<file path="src/rtl/hnf_pkg.sv">
// Shared HN-F types and helpers: RXREQ flit layout, opcode constants and
// counter-width sizing used by the HN-F request queues.
package hnf_pkg;

  localparam logic [6:0] OPCODE_REQLCRDRETURN = 7'h00;

  typedef struct packed {
    logic [7:0] txnid;
    logic [6:0] opcode;
  } reqflit_t;

  // Bits needed to hold a credit count in the range 0..max_val inclusive.
  function automatic int unsigned crd_w(input int unsigned max_val);
    return (max_val < 1) ? 1 : $clog2(max_val + 1);
  endfunction

endpackage

</file>
<file path="src/rtl/hnf_sync_fifo.sv">
// Generic synchronous FIFO for HN-F queues: power-of-2 depth, pointers wrap
// naturally, head entry presented combinationally from the storage array.
module hnf_sync_fifo #(
  parameter int unsigned WIDTH = 8,
  parameter int unsigned DEPTH = 4,
  localparam int unsigned CW = $clog2(DEPTH + 1)
) (
  input  logic             clock,
  input  logic             reset,
  input  logic             push,
  input  logic [WIDTH-1:0] push_data,
  input  logic             pop,
  output logic [WIDTH-1:0] pop_data,
  output logic             full,
  output logic             empty,
  output logic [CW-1:0]    count
);

  localparam int unsigned AW = $clog2(DEPTH);

  logic [WIDTH-1:0] mem [DEPTH];
  logic [AW-1:0]    wr_ptr;
  logic [AW-1:0]    rd_ptr;

  // Pointer and occupancy bookkeeping.
  always_ff @(posedge clock) begin
    if (reset) begin
      wr_ptr <= '0;
      rd_ptr <= '0;
      count  <= '0;
    end else begin
      if (push) wr_ptr <= wr_ptr + 1'b1;
      if (pop)  rd_ptr <= rd_ptr + 1'b1;
      case ({push, pop})
        2'b10:   count <= count + 1'b1;
        2'b01:   count <= count - 1'b1;
        default: count <= count;
      endcase
    end
  end

  // Entry storage; contents need no reset because occupancy gates their use.
  always_ff @(posedge clock) begin
    if (push) mem[wr_ptr] <= push_data;
  end

  assign pop_data = mem[rd_ptr];
  assign full     = (count == CW'(DEPTH));
  assign empty    = (count == '0);

  a_no_underflow: assert property (@(posedge clock) disable iff (reset) !(pop && empty));

endmodule

</file>
<file path="src/rtl/hnf_req_ingress.sv">
// HN-F RXREQ ingress: L-credit issue, ingress buffering, credit-return
// filtering and credit-gated POCQ write strobe.
// Build option: HNF_REQ_INGRESS_BYPASS_EN enables a zero-latency bypass
// from rxreq_flit to req_entry while the ingress FIFO is empty.
module hnf_req_ingress
  import hnf_pkg::*;
#(
  parameter int unsigned FIFO_DEPTH = 4,
  parameter int unsigned POCQ_DEPTH = 16
) (
  input  logic                         clock,
  input  logic                         reset,
  input  logic                         rxreq_flitv,
  input  logic [$bits(reqflit_t)-1:0]  rxreq_flit,
  output logic                         rxreq_lcrdv,
  output logic                         req_entry_en,
  output logic [$bits(reqflit_t)-1:0]  req_entry,
  input  logic                         pocq_release,
  output logic                         err_no_credit,
  output logic                         err_credit_ovf
);

  localparam int unsigned LW = crd_w(FIFO_DEPTH);
  localparam int unsigned PW = crd_w(POCQ_DEPTH);

  reqflit_t                     flit_in;
  logic [LW-1:0]                lcrd_out;
  logic [PW-1:0]                pocq_credit;
  logic [LW-1:0]                fifo_count;
  logic [$bits(reqflit_t)-1:0]  fifo_head;
  logic                         fifo_full;
  logic                         fifo_empty;
  logic                         fifo_push;
  logic                         fifo_pop;
  logic                         flit_ok;
  logic                         is_ret;
  logic                         pocq_avail;
  logic                         bypass;
  logic [LW+1:0]                committed;
  logic                         grant_next;

  hnf_sync_fifo #(
    .WIDTH ($bits(reqflit_t)),
    .DEPTH (FIFO_DEPTH)
  ) u_fifo (
    .clock     (clock),
    .reset     (reset),
    .push      (fifo_push),
    .push_data (flit_in),
    .pop       (fifo_pop),
    .pop_data  (fifo_head),
    .full      (fifo_full),
    .empty     (fifo_empty),
    .count     (fifo_count)
  );

  // Arrival classification, dispatch decision and POCQ write mux.
  always_comb begin
    flit_in    = rxreq_flit;
    flit_ok    = rxreq_flitv && (lcrd_out != '0);
    is_ret     = (flit_in.opcode == OPCODE_REQLCRDRETURN);
    pocq_avail = (pocq_credit != '0);
    fifo_pop   = !fifo_empty && pocq_avail;
`ifdef HNF_REQ_INGRESS_BYPASS_EN
    // A bypassed flit never occupies the FIFO, so its credit frees up as if popped at once.
    bypass       = flit_ok && !is_ret && fifo_empty && pocq_avail;
    req_entry    = fifo_pop ? fifo_head : rxreq_flit;
`else
    bypass       = 1'b0;
    req_entry    = fifo_head;
`endif
    fifo_push    = flit_ok && !is_ret && !bypass;
    req_entry_en = fifo_pop || bypass;
    committed    = (LW+2)'(fifo_count) + (LW+2)'(lcrd_out) + (LW+2)'(rxreq_lcrdv);
    grant_next   = (committed < (LW+2)'(FIFO_DEPTH));
  end

  // L-credit grant, outstanding-credit and POCQ-credit counters, sticky errors.
  always_ff @(posedge clock) begin
    if (reset) begin
      rxreq_lcrdv    <= 1'b0;
      lcrd_out       <= '0;
      pocq_credit    <= PW'(POCQ_DEPTH);
      err_no_credit  <= 1'b0;
      err_credit_ovf <= 1'b0;
    end else begin
      rxreq_lcrdv <= grant_next;
      lcrd_out    <= lcrd_out + LW'(rxreq_lcrdv) - LW'(flit_ok);
      case ({req_entry_en, pocq_release})
        2'b10:   pocq_credit <= pocq_credit - 1'b1;
        2'b01:   if (pocq_credit != PW'(POCQ_DEPTH)) pocq_credit <= pocq_credit + 1'b1;
        default: pocq_credit <= pocq_credit;
      endcase
      if (pocq_release && (pocq_credit == PW'(POCQ_DEPTH))) err_credit_ovf <= 1'b1;
      if (rxreq_flitv && (lcrd_out == '0))                  err_no_credit  <= 1'b1;
    end
  end

  a_fifo_no_overflow: assert property (@(posedge clock) disable iff (reset)
    !(fifo_push && fifo_full && !fifo_pop));

endmodule

</file>
<file path="config.mk">
export PLATFORM = sky130hd
export DESIGN_NAME = hnf_req_ingress
export DESIGN_NICKNAME = d
export VERILOG_FILES = /design/src/rtl/hnf_pkg.sv /design/src/rtl/hnf_sync_fifo.sv /design/src/rtl/hnf_req_ingress.sv
export SDC_FILE = /design/constraint.sdc
export NUM_CORES = 1
export LEC_CHECK = 0
export CORE_UTILIZATION = 60
export CTS_CLUSTER_DIAMETER = 40
export DETAILED_ROUTE_END_ITERATION = 8
export PLACE_DENSITY_LB_ADDON = 0.05
export SKIP_LAST_GASP = 1
export SLEW_MARGIN = 15
export SYNTH_ARGS = -nofsm -noshare
export SYNTH_HDL_FRONTEND = slang
export SYNTH_SLANG_ARGS = --single-unit
</file>
<file path="constraint.sdc">
create_clock -name clock -period 6.45 [get_ports clock]
set_input_delay 1.29 -clock clock [delete_from_list [all_inputs] [get_ports clock]]
set_output_delay 1.29 -clock clock [all_outputs]
set_load 0.05 [all_outputs]
</file>
# After elaboration in Yosys (flattened, before gate mapping)

Memories as Yosys holds them, arrays and structs flattened. A register that Yosys moved wholly into a read port is not among the register bits.
Index checks and enable logic that the tools add are counted.

Register bits: 18
Latch bits: 0
Bits in writable memories: 60
ROM bits: 0
Logic and storage cells: 49
Memories kept: 1

Memory list:

| memory     | depth | bits a word | rd ports | clocked after memory_dff | wr ports | line                | RTL |
|---|---|---|---|---|---|---|---|
| u_fifo.mem | 4     | 15          | 1        | 1                        | 1        | hnf_sync_fifo.sv:21 | `logic [WIDTH-1:0] mem [DEPTH];` |

$add $sub $neg: 10
Multipliers: 0
Div/mod/pow operators: 0
Magnitude comparators: 1
Eq/ne operators: 7
Shifts and indexed selects: 0
Mux-type cells: 7
Bitwise operators: 0
Reductions and logical operators: 15

Operators with widths:

| cell                                                                         | number |
|---|---|
| 5-bit one-hot mux with 2 select lines                                        | 1 |
| 7-bit zero test                                                              | 1 |
| 3-bit zero test                                                              | 2 |
| 3-bit one-hot mux with 2 select lines                                        | 1 |
| 4-bit by 1-bit adder with 5-bit output                                       | 1 |
| 5-bit by 1-bit adder with 5-bit output, second input constant                | 1 |
| 5-bit == test, second input constant                                         | 1 |
| 1-bit logical AND                                                            | 5 |
| 5-bit by 3-bit less-than comparator with 1-bit output, second input constant | 1 |
| 5-bit 2-to-1 mux                                                             | 1 |
| 5-bit inequality test, second input constant                                 | 1 |
| 5-bit nonzero test                                                           | 1 |
| 5-bit by 1-bit subtractor with 5-bit output, second input constant           | 1 |
| 2-bit by 1-bit adder with 2-bit output, second input constant                | 2 |
| 3-bit by 3-bit adder with 4-bit output                                       | 1 |
| 2-bit by 1-bit == test with 1-bit output, second input constant              | 2 |
| 2-bit == test, second input constant                                         | 2 |
| 2-bit 2-to-1 mux                                                             | 2 |
| 2-bit nonzero test                                                           | 2 |
| 3-bit by 1-bit adder with 3-bit output                                       | 1 |
| 3-bit by 1-bit adder with 3-bit output, second input constant                | 1 |
| 3-bit nonzero test                                                           | 1 |
| 3-bit by 1-bit subtractor with 3-bit output                                  | 1 |
| 3-bit by 1-bit subtractor with 3-bit output, second input constant           | 1 |
| 4 further kinds                                                              | 6 |

# Longest topological paths before layout

Word-level depth: 6
Depth in mapped cells: 9

# Hierarchy

From an unflattened synthesis, not the netlist that was laid out.

Cell total of the unflattened synthesis: 209
Area total of the unflattened synthesis: 3378.2 µm²

By module, submodules not included:

| module          | instances | cells an instance | area each (µm²) | sequential area each (µm²) |
|---|---|---|---|---|
| hnf_sync_fifo   | 1         | 125               | 2628.8          | 1981.9 |
| hnf_req_ingress | 1         | 84                | 749.5           | 220.2 |

# Least setup slack after synthesis

Ideal clock, no wire load.

Kind: input to register
Start: input port rxreq_flit[2]
End: register u_fifo.count[2]
Setup time: 0.070 ns
Arrival: 2.983 ns
Data required time: 6.380 ns
Setup slack: 3.397 ns
Cell stages on the path: 9
Cell sequence: nor4_1 a211oi_2 inv_1 ha_1 inv_1 fa_1 xor2_1 or3_1 a21oi_1

Word-level cells in the longest chain between the ends: 5

Ends and longest elaborated chain:

| element                                                                            | line                  | RTL |
|---|---|---|
| from (decl)                                                                        | hnf_req_ingress.sv:14 | `input logic [$bits(reqflit_t)-1:0] rxreq_flit,` |
| 7-bit zero test *                                                                  | hnf_req_ingress.sv:61 | `is_ret = (flit_in.opcode == OPCODE_REQLCRDRETURN);` |
| 1-bit zero test *                                                                  | hnf_req_ingress.sv:72 | `fifo_push = flit_ok && !is_ret && !bypass;` |
| 1-bit logical AND *                                                                | hnf_req_ingress.sv:72 |  |
| 2-bit by 1-bit == test with 1-bit output / 2-bit == test (equally long branches)   | hnf_sync_fifo.sv:34   | `case ({push, pop})` |
| 3-bit one-hot mux with 2 select lines / 2-bit nonzero test (equally long branches) | --                    |  |
| to (signal assigned)                                                               | hnf_sync_fifo.sv:35   | `2'b10: count <= count + 1'b1;` |
| to (signal assigned)                                                               | hnf_sync_fifo.sv:36   | `2'b01: count <= count - 1'b1;` |
| to (signal assigned)                                                               | hnf_sync_fifo.sv:37   | `default: count <= count;` |
| to (decl)                                                                          | hnf_sync_fifo.sv:16   | `output logic [CW-1:0] count` |

Mark *: on every way between the ends. The rest lies on a longest branch, timed or not.
A chain may end at the register's enable or synchronous reset.

==> results.txt <==
Total Routed Length - 6.04 mm
GRT Resource Usage Total - 0.233
Top-area cell type share of the netlist area - 0.536
Post-CTS sizing - 0
Crit. End Element - primary output
Clock sinks - 80
Top-count cell post-synth - edfxtp_1
Design Power - 0.00206 W
Tmin final - 3970 ps
Ports - 38
Vias in the first global route - 1974
Syn Inst Count - 203
CP Class - reg2out
Number of port buffers - 37
Hpwl dp - 4.10 mm
Final period util - 0.616
Commonest cells post-synth - 60 x edfxtp_1, 20 x dfxtp_1, 15 x mux4_2, 14 x nor2_1, 13 x ha_1
FP Rows - 26
Max_slew headroom - 0.326
Static leakage - 1.39 nW
Synth Warn # - 0
Initial Util - 0.642
WL/cell - 18.9 um
Critical Path Start Type - register
CTS tree - done
Syn nets - 238
Layout cell share with drive strength beyond 1 - 0.140
Core ar. - 5240 um^2
Clock buffer depth - 2
DRC viols - 0
Synth Cell Area - 3360 um^2
Final Hold Fails - 0
Post-synth top area cell - edfxtp_1
Mean area per synthesized cell - 16.6 um^2
CP peak stage delay - 990 ps
HP Class - reg2reg
Post-route ant nets - 0
Setup TNS - 0 ps
RSZ-0062 raised after global routing - no
CTS Root Cell - clkbuf_8
Clock-pin slew on the worst setup and hold paths - 80 ps
Vias - 1885
Max Clk Rate - 252 MHz
TritonCTS Buffers - 9
Hold Buf Count CTS - 0
Synth Register Bits - 80
Detailed Routing Iterations Pass 1 - 4
Ys flop type - edfxtp_1
Max FO, Critical Path - 15
# diodes - 0
Synth top area cells - edfxtp_1 54%, dfxtp_1 12%, mux4_2 10%
Final Skew - 6.65 ps
Avg Vias per Cell - 5.89
Max-slew violations - 0
Slowest CP cell - dfxtp_1
Die width - 76.8 um
Chip height - 76.8 um
Seq/Total Area, Yosys - 0.655
Congestion Overflow GR - 0
Total of max-cap violations - 0
Layout area overhead - 18.2%
First-pass GRT wire length - 9.89 mm
Pin count of the biggest net entering global routing - 23
Worst-margin pin slew - 1010 ps
First DRT Iteration DRCs - 103
Clk_lat worst skew - 350 ps
Post-synth cell types - 37
Initial antenna violation count - 0
Full die area - 5900 um^2
Peak VDD IR - 0.000356 V
Final setup vio count - 0
Cell Pwr Density - 518 nW/um^2
H-tree depth - 3
Post-synth EDFFs - 60
Post-CTS setup buffers - 0
# fillers - 310
Async S/R FF share, synth - 0
Status - finished, final reports clean
Cell Chain, Critical Path - mux4_2 -> clkdlybuf4s50_1
Worst Path Arrival - 2680 ps
GPL Wtd Cong - 0.766
Final net count - 280
CP required - 5160 ps
[cells by family after synthesis]
kind of cell	share of synthesized area
adders and majority gates	0.0663
xor gates and xnor gates	0.0235
muxes	0.129
and+or+nand+nor	0.0592
AOI/OAI and AO/OA	0.0462
DFF	0.655
buffers and inverters	0.0208
[metal layers]
layer  track usage  wire length [um]  part of all wire  up-vias
li1              -                 -                 -      859
met1         0.264              2430              0.40      947
met2         0.413              3240              0.54       62
met3        0.0405               230             0.038       17
met4         0.131               139             0.023        0
met5             0                 0                 0        -
[final timing paths]
path | from | endpoint | slack [ps] | depth (start not counted)
setup / recovery | register | req_entry[2] | 2480 | 2
hold / removal | err_no_credit | err_no_credit | 480 | 2
setup reg to reg | pocq_credit[0] | pocq_credit[4] | 3740 | 8
hold reg to reg | err_no_credit | err_no_credit | 480 | 2
[critical path, delay by kind of cell, from the launching register on]
kind	cells	cell delay, ps
multiplexers	1	620
buffers and inverters	1	720
flip-flops	1	990
[sequential cells by signal, summed over array words and instances, names as in the netlist, named ones only]
| register | cells |
|---|---|
| u_fifo.count | 3 |
| u_fifo.rd_ptr | 2 |
| u_fifo.mem | 60 |
| err_credit_ovf | 1 |
| lcrd_out | 3 |
| pocq_credit | 5 |
| err_no_credit | 1 |
| u_fifo.wr_ptr | 2 |
| rxreq_lcrdv | 1 |
[area by class of cell]
cell class / count / area (um^2) / share of cell area
clock inverters: 4 / 45.0 / 0.0113
inverters: 12 / 45.0 / 0.0113
repair buffers: 37 / 370 / 0.0932
multi-input cells: 105 / 1090 / 0.274
clock buffers: 12 / 135 / 0.0340
flip-flops and latches: 80 / 2200 / 0.554
well taps: 70 / 87.6 / 0.0220
[per-stage QoR]
stage | utilization | worst slack, ps | area (um^2) | instances | hold slack (ps)
after floorplan | - | 3400 | 3360 | 203 | 481
after global placement | 0.724 | 2790 | 3790 | 304 | 456
after detailed placement | 0.724 | 2690 | 3790 | 304 | 464
after CTS | 0.759 | 2390 | 3970 | 320 | 480
after global routing | 0.759 | 2280 | 3970 | 320 | 497
final | 0.759 | 2480 | 3970 | 320 | 480
[report_power, final]
group	switching [W]	internal (W)
registers	0.0000991	0.000649
clock network	0.000167	0.000177
logic	0.000546	0.000418
[cell usage in the layout (no fill, tap or decap), types with 2 or more instances in the layout]
cell type and instances:
a211oi_1 2, a21o_1 2, a21oi_1 6, a31oi_1 3
and2_1 4, clkbuf_1 3, clkbuf_8 9, clkdlybuf4s50_1 37
clkinv_2 3, dfxtp_1 20, edfxtp_1 60, fa_1 3
ha_1 13, inv_1 12, mux2_4 2, mux2i_1 2
mux2i_4 2, mux4_2 15, nand2b_1 2, nand3_1 2
nor2_1 14, nor2b_1 4, nor3_1 4, nor4_1 2
or3_1 2, xnor2_1 6, xor2_1 3
Power figures use the tool's default switching activity.
==> variant (same flow settings) <==
Build with the macro `HNF_REQ_INGRESS_BYPASS_EN` defined.
--- a/src/rtl/hnf_req_ingress.sv
+++ b/src/rtl/hnf_req_ingress.sv
@@ -2,6 +2,8 @@
 // filtering and credit-gated POCQ write strobe.
 // Build option: HNF_REQ_INGRESS_BYPASS_EN enables a zero-latency bypass
 // from rxreq_flit to req_entry while the ingress FIFO is empty.
+`define HNF_REQ_INGRESS_BYPASS_EN
+
 module hnf_req_ingress
   import hnf_pkg::*;
 #(
Formal check against the unedited RTL: not equivalent (Yosys sat finds a counterexample within 4 cycles, from zero or initial values and one cycle with reset high).
==> variant against the unedited design <==
Setup slack got worse by 1.2 ns. Via count rose by 20%. Wire length rose by 10%. Sequential cell count did not move. Design area rose by 9.7%. Non-clock buffer count rose by 2. Global-route usage fell by 1.1 points. Count of clock-buffer cells in the layout fell by 2. Area after synthesis rose by 11%. Critical path type is now primary input to primary output.
Power is left out: the tool's default activity adds up to more than one toggle a clock period on the data nets, which glitch-free logic cannot reach.
==> variant: results (changes against the unedited design) <==
Global routing
  – Total global-route track usage: 22.2% (was 23.3%)
  – Largest net degree at the start of global routing: 26 (was 23)
  – GR Util met3: 6.85% (was 4.05%)
  – Vias in the first global route: 2203 (was 1974)
  – First-pass GRT wire length: 10400 um (was 9890 um)
  – Met2 usage: 37.7% (was 41.3%)

Synth
  – Synth area leaders: edfxtp_1, dfxtp_1, mux4_2, nand2_1, ha_1 (was edfxtp_1, dfxtp_1, mux4_2, ha_1, fa_1)
  – Syn nets: 315 (was 238)
  – Synth cell count leaders: edfxtp_1, nand2_1, dfxtp_1, nor2_1, mux4_2 (was edfxtp_1, dfxtp_1, mux4_2, nor2_1, ha_1)
  – Compound-Gate Fraction of Synth Area: 7.39% (was 4.62%)
  – Seq/Total Area, Yosys: 59.1% (was 65.5%)
  – Mux contribution to synthesized area: 9.90% (was 12.9%)
  – Adder-Cell Fraction of Synth Area: 5.98% (was 6.63%)
  – Post-Synth XOR/XNOR Area: 1.88% (was 2.35%)
  – Post-Syn Area per Cell: 13.3 um^2 (was 16.6 um^2)

STA
  – Max_slew headroom: 32.8% (was 32.6%)
  – Worst clock skew: 0.00860 ns (was 0.00665 ns)
  – Hold WS: 0.483 ns (was 0.480 ns)

Routing
  – Vias per inst: 5.67 (was 5.89)
  – DR WL/cell: 16.7 um (was 18.9 um)
  – M1 wire length: 2920 um (was 2430 um)
  – Iteration-0 DRC Markers: 118 (was 103)
  – WL met3: 303 um (was 230 um)
  – DRT Pass-1 Iters: 4 (unchanged)

Cells and area
  – Share of layout cells above drive strength 1: 12.1% (was 14.0%)
  – Non-Filler Instances: 398 (was 320)

Placement
  – Pre-CTS WS: 1.28 ns (was 2.69 ns)
  – Placed cell count: 382 (was 304)
  – Dpl hpwl: 4140 um (was 4100 um)
  – Placer Congestion: 0.825 (was 0.766)

Outcome
  – Status: complete, no violations (unchanged)

Clock network
  – Root Driver: clkbuf_8 (unchanged)

Worst setup path
  – FF-to-FF path depth: 9 (was 8)
  – Max FO, Critical Path: 13 (was 15)
  – Crit path max-delay family: buffers and inverters (was flip-flops)
  – Reg2Reg Setup Slack: 3.11 ns (was 3.74 ns)
  – CP peak stage delay: 0.70 ns (was 0.99 ns)

Worst hold path
  – Min-delay src: err_no_credit (unchanged)
variant: cell types whose count changed in the layout (fill, tap and decap cells not counted), sizes merged, moves of 3 or more:
cell	delta
nor2b	+6
o21ai	+3
nand2	+50
inv	-5
and2	+3
a21oi	+6
variant: tightest hold or removal path: stages, from the launching register on:
cell and delay [ns]:
dfxtp_1 0.34, a21oi_1 0.05, nor2_1 0.07
variant: area by class of cell:
class,count,area (um^2)
inverters,7,26.3
clock buffers,10,128
multi-input cells,181,1440
flip-flops and latches,80,2200
fillers,411,1600
clock inverters,6,83.8
well taps,75,93.8
repair buffers,39,385
variant: how the worst max path moves through the flow:
stage	from	slack (ns)	endpoint	cells past startpoint
finish	rxreq_flit[3]	1.27	req_entry_en	7
global route	rxreq_flit[4]	1.17	req_entry_en	7
CTS	rxreq_flit[4]	1.27	req_entry_en	7
detailed placement	rxreq_flit[3]	1.28	req_entry_en	7
global placement	rxreq_flit[3]	1.31	req_entry_en	7
floorplan	rxreq_flit[3]	2.42	pocq_credit[2]	11
